**src/rtl/sync_fifo_param_pkg.sv**
```systemverilog
// Shared constants for the parametrised synchronous FIFO: default geometry and read-mode encodings.
package sync_fifo_param_pkg;

    localparam int FIFO_WIDTH      = 8;
    localparam int FIFO_ADDR_WIDTH = 4;
    localparam int FIFO_MODE_STD   = 0;
    localparam int FIFO_MODE_FWFT  = 1;

    function automatic int fifo_depth(input int addr_width);
        return 1 << addr_width;
    endfunction

endpackage

```
**src/rtl/fifo_sdp_ram.sv**
```systemverilog
// Simple-dual-port RAM: one write port, one registered read port (1-cycle latency, no reset).
module fifo_sdp_ram
    import sync_fifo_param_pkg::*;
#(
    parameter int WIDTH      = FIFO_WIDTH,
    parameter int ADDR_WIDTH = FIFO_ADDR_WIDTH
) (
    input  logic                  clk,
    input  logic                  we,
    input  logic [ADDR_WIDTH-1:0] waddr,
    input  logic [WIDTH-1:0]      wdata,
    input  logic                  re,
    input  logic [ADDR_WIDTH-1:0] raddr,
    output logic [WIDTH-1:0]      rdata
);

    logic [WIDTH-1:0] mem [2**ADDR_WIDTH];

    always_ff @(posedge clk) begin
        if (we) begin
            mem[waddr] <= wdata;
        end
    end

    // rdata only moves on re, so it doubles as a hold register for the read side.
    always_ff @(posedge clk) begin
        if (re) begin
            rdata <= mem[raddr];
        end
    end

endmodule

```
**src/rtl/sync_fifo_param.sv**
```systemverilog
// Single-clock FIFO: pointers, count, flags and error pulses around fifo_sdp_ram,
// with either a 1-cycle-latency read port or a first-word-fall-through output stage.
module sync_fifo_param
    import sync_fifo_param_pkg::*;
#(
    parameter int DATA_WIDTH = FIFO_WIDTH,
    parameter int ADDR_WIDTH = FIFO_ADDR_WIDTH,
    parameter int FWFT       = FIFO_MODE_STD,
    parameter int AFULL_TH   = fifo_depth(ADDR_WIDTH) - 2,
    parameter int AEMPTY_TH  = 1
) (
    input  logic                  clk,
    input  logic                  rst,
    input  logic                  wr_en,
    input  logic [DATA_WIDTH-1:0] wr_data,
    input  logic                  rd_en,
    output logic [DATA_WIDTH-1:0] rd_data,
    output logic                  full,
    output logic                  empty,
    output logic                  almost_full,
    output logic                  almost_empty,
    output logic [ADDR_WIDTH:0]   count,
    output logic                  overflow,
    output logic                  underflow
);

    localparam int CW = ADDR_WIDTH + 1;
    localparam logic [CW-1:0] DEPTH_C  = CW'(fifo_depth(ADDR_WIDTH));
    localparam logic [CW-1:0] AFULL_C  = CW'(AFULL_TH);
    localparam logic [CW-1:0] AEMPTY_C = CW'(AEMPTY_TH);

    logic [CW-1:0]         wptr_q, wptr_d;
    logic [CW-1:0]         rptr_q, rptr_d;
    logic [CW-1:0]         count_q, count_d;
    logic                  full_q;
    logic                  overflow_q, underflow_q;
    logic                  wr_acc, rd_acc;
    logic                  ram_re;
    logic [DATA_WIDTH-1:0] ram_rdata;

    assign wr_acc = wr_en && !full_q;

    always_comb begin
        wptr_d  = wptr_q + CW'(wr_acc);
        rptr_d  = rptr_q + CW'(ram_re);
        count_d = count_q;
        case ({wr_acc, rd_acc})
            2'b10:   count_d = count_q + CW'(1);
            2'b01:   count_d = count_q - CW'(1);
            default: count_d = count_q;
        endcase
    end

    always_ff @(posedge clk) begin
        if (rst) begin
            wptr_q      <= '0;
            rptr_q      <= '0;
            count_q     <= '0;
            full_q      <= 1'b0;
            overflow_q  <= 1'b0;
            underflow_q <= 1'b0;
        end else begin
            wptr_q      <= wptr_d;
            rptr_q      <= rptr_d;
            count_q     <= count_d;
            full_q      <= (count_d == DEPTH_C);
            overflow_q  <= wr_en && !wr_acc;
            underflow_q <= rd_en && !rd_acc;
        end
    end

    fifo_sdp_ram #(
        .WIDTH      (DATA_WIDTH),
        .ADDR_WIDTH (ADDR_WIDTH)
    ) u_ram (
        .clk   (clk),
        .we    (wr_acc),
        .waddr (wptr_q[ADDR_WIDTH-1:0]),
        .wdata (wr_data),
        .re    (ram_re),
        .raddr (rptr_q[ADDR_WIDTH-1:0]),
        .rdata (ram_rdata)
    );

    generate
        if (FWFT == FIFO_MODE_FWFT) begin : g_fwft
            // Two-stage prefetch: RAM output register (mid) feeding the visible output register.
            logic                  out_valid_q, mid_valid_q;
            logic [DATA_WIDTH-1:0] out_data_q;
            logic                  pop, mid_take, ram_has;

            assign ram_has  = (wptr_q != rptr_q);
            assign pop      = rd_en && out_valid_q;
            assign mid_take = mid_valid_q && (!out_valid_q || pop);
            assign ram_re   = ram_has && (!mid_valid_q || mid_take);

            always_ff @(posedge clk) begin
                if (rst) begin
                    out_valid_q <= 1'b0;
                    mid_valid_q <= 1'b0;
                    out_data_q  <= '0;
                end else begin
                    if (mid_take) begin
                        out_data_q  <= ram_rdata;
                        out_valid_q <= 1'b1;
                    end else if (pop) begin
                        out_valid_q <= 1'b0;
                    end
                    if (ram_re) begin
                        mid_valid_q <= 1'b1;
                    end else if (mid_take) begin
                        mid_valid_q <= 1'b0;
                    end
                end
            end

            assign rd_acc  = pop;
            assign empty   = !out_valid_q;
            assign rd_data = out_data_q;
        end else begin : g_std
            logic empty_q;
            logic shown_q;

            // shown_q masks the unreset RAM output until a read has actually landed.
            always_ff @(posedge clk) begin
                if (rst) begin
                    empty_q <= 1'b1;
                    shown_q <= 1'b0;
                end else begin
                    empty_q <= (count_d == '0);
                    if (rd_acc) begin
                        shown_q <= 1'b1;
                    end
                end
            end

            assign rd_acc  = rd_en && !empty_q;
            assign ram_re  = rd_acc;
            assign empty   = empty_q;
            assign rd_data = shown_q ? ram_rdata : '0;
        end
    endgenerate

    assign count        = count_q;
    assign full         = full_q;
    assign almost_full  = (count_q >= AFULL_C);
    assign almost_empty = (count_q <= AEMPTY_C);
    assign overflow     = overflow_q;
    assign underflow    = underflow_q;

endmodule

```
**config.mk**
```make
export PLATFORM = sky130hd
export DESIGN_NAME = sync_fifo_param
export DESIGN_NICKNAME = d
export VERILOG_FILES = /design/src/rtl/sync_fifo_param_pkg.sv /design/src/rtl/fifo_sdp_ram.sv /design/src/rtl/sync_fifo_param.sv
export SDC_FILE = /design/constraint.sdc
export NUM_CORES = 1
export LEC_CHECK = 0
export BUFFER_PORTS_ARGS = -buffer_cell sky130_fd_sc_hd__buf_2
export CAP_MARGIN = 20
export CORE_MARGIN = 8
export CORE_UTILIZATION = 65
export DETAILED_ROUTE_END_ITERATION = 10
export PLACE_DENSITY = 0.84
export SETUP_SLACK_MARGIN = 0.05
export SLEW_MARGIN = 10
export SYNTH_ARGS = -nofsm -noshare
export SYNTH_HDL_FRONTEND = slang
export SYNTH_SLANG_ARGS = --single-unit
```
**constraint.sdc**
```tcl
create_clock -name clk -period 4 [get_ports clk]
set_clock_uncertainty 0.2 [all_clocks]
set_input_delay 0.4 -clock clk [delete_from_list [all_inputs] [get_ports clk]]
set_output_delay 0.4 -clock clk [all_outputs]
set_load 0.02 [all_outputs]
```
==> results of run 1 <==
==> per-layer routing <==
layer,wire length [um],track usage [%]
met1,5260,26.8
met2,6750,36.2
met3,993,6.50
met4,383,10.1
met5,0,0
==> Yosys cell counts <==
cell type	count
nor4_1	3
xnor2_1	2
nor2b_1	6
buf_8	2
nor3b_1	1
mux2i_1	2
nor2_1	25
nor3_1	6
nand4_1	1
buf_12	1
nand3_1	6
o31ai_1	1
ha_1	10
nand2_1	5
xor2_1	2
a211oi_1	1
a31oi_1	2
or3_1	3
buf_6	1
nand2b_1	5
clkbuf_1	9
dfxtp_1	18
a21oi_1	2
mux4_1	24
mux2_2	1
o21ai_0	4
and2_1	9
inv_1	6
nand3b_1	1
and3_1	3
nor4b_1	1
mux4_2	16
o311ai_0	1
edfxtp_1	136
o211ai_1	2
o311a_1	1
or3b_1	2
buf_2	1
==> what timing repair did <==
item	4_1_cts	5_1_grt
endpoints found under the hold margin	2	0
setup buffers	0	0
hold buffers	2	0
==> metrics by stage <==
step	cells	area [um^2]	util (%)	total power, mW	hold slack (ns)
2_1_floorplan	322	6240	-	2.10	0.272
3_3_place_gp	471	6490	70.0	2.17	0.289
3_5_place_dp	471	6490	70.0	2.19	0.289
4_1_cts	504	7110	76.5	3.76	0.0171
5_1_grt	505	7110	76.6	3.86	0.0312
6_report	505	7110	76.6	3.76	0.0287
==> worst max path at each step <==
stage | end | slack (ns) | depth (start not counted)
6_report | u_ram.rdata[2] | 1.22 | 3
3_3_place_gp | u_ram.rdata[4] | 1.34 | 3
3_5_place_dp | u_ram.rdata[1] | 1.26 | 3
4_1_cts | u_ram.rdata[2] | 1.21 | 3
5_1_grt | full | 1.13 | 9
2_1_floorplan | full | 1.80 | 8
==> flip-flops by register name (all words and copies together) (netlist names) <==
signal,cells
wptr_q,4
full,1
overflow,1
empty,1
rptr_q,4
g_std.shown_q,1
u_ram.mem,128
count,5
underflow,1
u_ram.rdata,8
==> cell type report <==
cell class | count | share of cell area, %
well taps | 129 | 2.27
repair buffers | 37 | 2.92
clock buffers | 17 | 5.82
multi-input cells | 148 | 23.7
clock inverters | 14 | 2.50
inverters | 6 | 0.317
flip-flops and latches | 154 | 62.5
==> power by group through the flow <==
stage | Clock [mW] | Sequential, mW | Combinational [mW]
final | 1.59 | 1.85 | 0.320
after global routing | 1.66 | 1.86 | 0.346
after CTS | 1.59 | 1.85 | 0.320
after detailed placement | 0 | 1.88 | 0.312
after global placement | 0 | 1.88 | 0.296
after floorplan | 0 | 1.86 | 0.243
==> logic make-up (layout without fill, tap and decap cells) <==
kind of cell	Yosys count	in the layout	share of synthesized area (%)
AOI/OAI and AO/OA	14	14	1.46
xor gates and xnor gates	4	4	0.561
adders and majority gates	10	10	2.00
buffers and inverters	20	74	1.96
DFF	154	154	71.2
muxes	43	43	16.4
and+or+nand+nor	77	77	6.43
==> worst reg2reg max path, stage by stage, from the launching register on <==
cell     delay, ns
dfxtp_2       0.86
buf_4         0.36
mux4_1        0.61
mux4_2        0.49
==> cell usage in the layout (no fill, tap or decap), drive strengths merged <==
master and n:
or3 3, dfxtp 18, nand4 1, and3 3, a31oi 2, o311a 1, mux2i 2, and2 9
inv 14, nand3 6, clkinv 4, xnor2 2, mux4 40, nor2b 6, a211oi 1, edfxtp 136
nor4 3, xor2 2, nor4b 1, ha 10, nand2b 5, nor3 6, buf 35, o311ai 1
nand2 5, a21oi 2, nand3b 1, o211ai 2, mux2 1, nor3b 1, o31ai 1, bufinv 2
clkbuf 17, nor2 25, dlygate4sd3 2, o21ai 4, or3b 2
==> impl_results.md, run 1 <==
* Vias in the first global route at 3292
* Die width at 114 um
* DR vias at 3288
* Syn_nets at between 300 and 400
* Top cell type's share of synthesized area at 65.4%
* Clock Power Share at between 40% and 50%
* Reg-to-reg endpoint: u_ram.rdata[2]
* Hold path depth at 2
* Syn. warnings at 0
* Leak Pwr at ~2.5 nW
* # IOs at 31
* DRC Markers at 0
* First-pass GRT wire length at 20.0 mm
* Routed wire length at 13.4 mm
* Power per cell area at between 500 and 600 mW/mm^2
* Worst rel slew slack at about a quarter
* Die span in y at 114 um
* Clock slew at reported path FFs at 0.07 ns
* Place WS at 1.26 ns
* Crit-path slowest cell: dfxtp_2
* Max clock buf depth at 2
* Initial antenna violation count at 0
* CP Buf/Inv Count at 1
* Worst Path Class, Setup: flip-flop to flip-flop
* Clk Latency, worst-skew pair at about 0.53 ns
* Crit path launch type: flip-flop
* Wire length per cell at 26.5 um
* Final ANT Viol Nets at 0
* Row count at 35
* Slowest Stage Delay on Critical Path at around 0.86 ns
* CTS buffer count at 17
* Ant. Diodes at 0
* CP startpoint: rptr_q[0]
* Highest ir drop seen on vdd at slightly below 0.4 mV
* Area Growth Syn to Fin at 14.0%
* CP arrival at 2.85 ns
* Layout cells sized above 1 at around 23%
* Critical path required time at just over 4 ns
* Global-route usage over all layers at 22.2%
* Yosys reg bits at 154
* CTS sink count at 154
* Number of max-cap violations at 0
* Worst hold start: rst
* Post-Syn Area at 0.00624 mm^2
* Starting Density at 67.2%
* RSZ-0062 raised after global routing: no
* CP delay by family, top: multiplexers
* Crit Path Max Fanout at 24
* Synth area leaders: edfxtp_1 65%, mux4_1 10%, dfxtp_1 5.8%, mux4_2 5.8%, ha_1 2.0%
* Synth unique cells at 38
* Die area at between 0.01 and 0.015 mm^2
* Psw at 0.901 mW
* Fmax at 0.360 GHz
* Final setup vio count at 0
* H-tree levels at 4
* Combinational share of power at under 10%
* Worst R2R Start: rptr_q[0]
* Routed vias/inst at 6.51
* Worst Setup Slack, final at around 1.2 ns
* Sequential share of the synthesized area at 71.2%
* Fin crit period at between 2 and 3 ns
* Status: complete, no violations
* Port bufs at 30
* Crit path cell chain: buf_4, mux4_1, mux4_2
* Post-layout nets at 386
* Period utilization at 69.4%
* Internal at 2.86 mW
* Final Hold Vio Count at 0
* Mapped Cells at ~320
* Iteration-0 DRC count of the detailed router at around 290
* Gr ovfl total at 0
* Sw Share at 24.0%
* CTS Root Cell: clkbuf_8
* Detailed Place HPWL at ~7.6 mm
* CTS tree: yes
* Mean post-synth cell area at between 15 and 20 um^2
* Flop2flop setup slack at 1.22 ns
* Synth area leader: edfxtp_1
* Worst Max-Slew Pin Slew at about 1.1 ns
* Hold endpoint: g_std.shown_q
* Post_cts resized at 0
* Sequential Power Share at 49.2%
* Global placer's final weighted congestion at between 0.7 and 0.8
* Critical path endpoint category: flip-flop
* Final Max Slew Viols at 0
* Filler cell count at 525
* Initial DRT Pass Iterations at 4
* Core ar. at 0.00928 mm^2
* Setup TNS at 0 ns
* Area of the multi-input gates at approximately 0.0017 mm^2
* Hold Crit Class: input port to flip-flop
* Register area at 0.00445 mm^2
* Largest net degree at the start of global routing at 35
* Reg2reg path depth at 3
Note: power is estimated with default switching activity, not from simulation.
==> inputs of run 2 (changes only) <==
- CORE_UTILIZATION: 65 -> 60
- PLACE_DENSITY: 0.84 -> 0.78
- clock period: 4 -> 2.7 ns (I/O delays scaled with it)
==> run 2 against run 1 <==
  * Hold slack better by 0.28 ns
  * Die area increased by 7.1%
  * Wire length is 12% lower
  * Via count fell by 3.3%
  * First-iteration DRC count down 25%
  * Sequential power up 46%
  * Total power is 46% higher
  * Critical path type is now input port to flip-flop
  * Global-route usage is 4.2 points lower
  * Critical endpoint is now full
  * Critical path depth grew 6
  * Combinational power is 65% higher
==> impl_results.md, run 2 (synthesized netlist as in run 1, its figures left out) <==
* Status: complete, no violations
* Final Hold Vio Count at 0
* Critical path required time at 2.92 ns
* Critical path endpoint category: flip-flop
* CTS buffer count at 17
* Leak Pwr at between 2 and 3 nW
* Routed wire length at 11.8 mm
* Global placer's final weighted congestion at 0.791
* Hold Slack at 0.308 ns
* CTS tree: yes
* Setup TNS at 0 ns
* Die width at 118 um
* Max clock buf depth at 2
* Largest net degree at the start of global routing at 35
* Worst Path Class, Setup: input port to flip-flop
* Combinational share of power at 9.6%
* Wire length per cell at between 20 and 25 um
* Area of the multi-input gates at 0.00168 mm^2
* Highest ir drop seen on vdd at between 0.5 and 0.6 mV
* CTS Root Cell: clkbuf_8
* Hold Crit Class: flip-flop to flip-flop
* H-tree levels at 4
* Initial antenna violation count at 0
* Internal at about 4.2 mW
* First-pass GRT wire length at 18.4 mm
* Die area at 0.0139 mm^2
* Filler cell count at 617
* CP arrival at 2.72 ns
* Starting Density at 61.0%
* Layout cells sized above 1 at a little under a quarter
* Non-filler instance count after layout at 534
* Top reg by flops: u_ram.mem
* Initial DRT Pass Iterations at 4
* Final setup vio count at 0
* # IOs at 31
* Sw Share at 22.9%
* Register area at about 0.0044 mm^2
* Post-CTS Setup Inserts at 0
* Clock slew at reported path FFs at around 0.06 ns
* Fin crit period at 2.50 ns
* Area Growth Syn to Fin at 16.9%
* Core ar. at 0.0102 mm^2
* Gr ovfl total at 0
* Global-route usage over all layers at between 10% and 20%
* Iteration-0 DRC count of the detailed router at ~220
* Psw at roughly 1.3 mW
* Crit-path slowest cell: ha_1
* Slowest Stage Delay on Critical Path at 0.59 ns
* Max reg flops at 128
* Commonest cells after routing, fill and taps aside: 136 x edfxtp_1, 30 x buf_2, 25 x nor2_1, 24 x mux4_1, 17 x dfxtp_1
* Placed Instances at 491
* RSZ-0062 raised after global routing: yes
* Final Max Slew Viols at 0
* Crit path launch type: input port
* Detailed Place HPWL at 7.01 mm
* Final ANT Viol Nets at 0
* Die span in y at 118 um
* Number of max-cap violations at 0
* Ant. Diodes at 0
* Crit path cell chain: dlygate4sd3_1, buf_2, nand2b_1, inv_1, ha_1, or3b_1, o311ai_0, nand4_1, nor4_1
* Most common cell after layout, fill and taps aside: edfxtp_1
* Row count at 37
* Period utilization at between 90 and 100%
* Clk Latency, worst-skew pair at 0.53 ns
* Post-layout nets at 407
* Pwr Total at ~5.5 mW
* Crit Path Max Fanout at 16
* Fmax at 0.400 GHz
* DRC Markers at 0
* Clock Power Share at 41.0%
* Sequential Power Share at 49.3%
* Port bufs at 30
* Vias in the first global route at approximately 3.2k
* Worst Max-Slew Pin Slew at 0.765 ns
* Routed vias/inst at 5.96
* CTS sink count at 154
* DR vias at 3181
* Power per cell area at 752 mW/mm^2
* Worst rel slew slack at 48.8%
run 2: changes by cell type in the layout (fill, tap and decap cells not counted), sizes merged:
cell         before  now
buf              35   47
dlygate4sd3       2   11
clkinvlp          0    2
inv              14    9
clkinv            4    6
clkbuf           17   19
run 2: path summary, 6_finish.rpt:
kind | startpoint | end | slack (ns) | depth (start not counted)
hold / removal | full | overflow | 0.31 | 1
setup / recovery | wr_en | full | 0.20 | 9
setup reg to reg | full | full | 0.22 | 7
hold reg to reg | full | overflow | 0.31 | 1
run 2: per-stage QoR:
stage	setup slack [ns]	utilization, %	area (um^2)
final	0.198	71.3	7300
after detailed placement	0.248	64.7	6620
after CTS	0.131	71.3	7290
after global placement	0.404	64.7	6620
after floorplan	0.500	-	6240
after global routing	0.0463	71.3	7300
run 2: critical path, delay by kind of cell:
family	cells	cell delay, ns
AND/OR/NAND/NOR	4	0.97
buffers and inverters	3	0.77
adder cells (fa/ha/maj)	1	0.59
AO/OA/AOI/OAI	1	0.13
run 2: power groups by stage:
| stage | clock (mW) | combinational [mW] | sequential [mW] |
|---|---|---|---|
| floorplan | 0 | 0.361 | 2.76 |
| global placement | 0 | 0.493 | 2.75 |
| detailed placement | 0 | 0.510 | 2.76 |
| CTS | 2.28 | 0.531 | 2.71 |
| global route | 2.38 | 0.573 | 2.72 |
| finish | 2.25 | 0.529 | 2.71 |
run 2: final cells by class:
type,count,share of cell area (%)
flip-flops and latches,154,60.9
multi-input cells,148,23.0
clock buffers,19,5.78
repair buffers,58,5.66
well taps,136,2.33
clock inverters,13,1.97
inverters,6,0.309
run 2: per-layer routing:
metal / wire length [um] / track usage [%] / vias up
li1: - / - / 1441
met1: 4810 / 22.5 / 1609
met2: 5860 / 28.7 / 118
met3: 925 / 5.76 / 13
met4: 161 / 6.89 / 0
met5: 0 / 0 / -
run 2: repair_timing:
| item | CTS | global route |
|---|---|---|
| hold endpoints to repair | 145 | 0 |
| gates resized for setup | 0 | 1 |
| hold buffers | 11 | 0 |
| endpoints found under the setup margin | 0 | 1 |
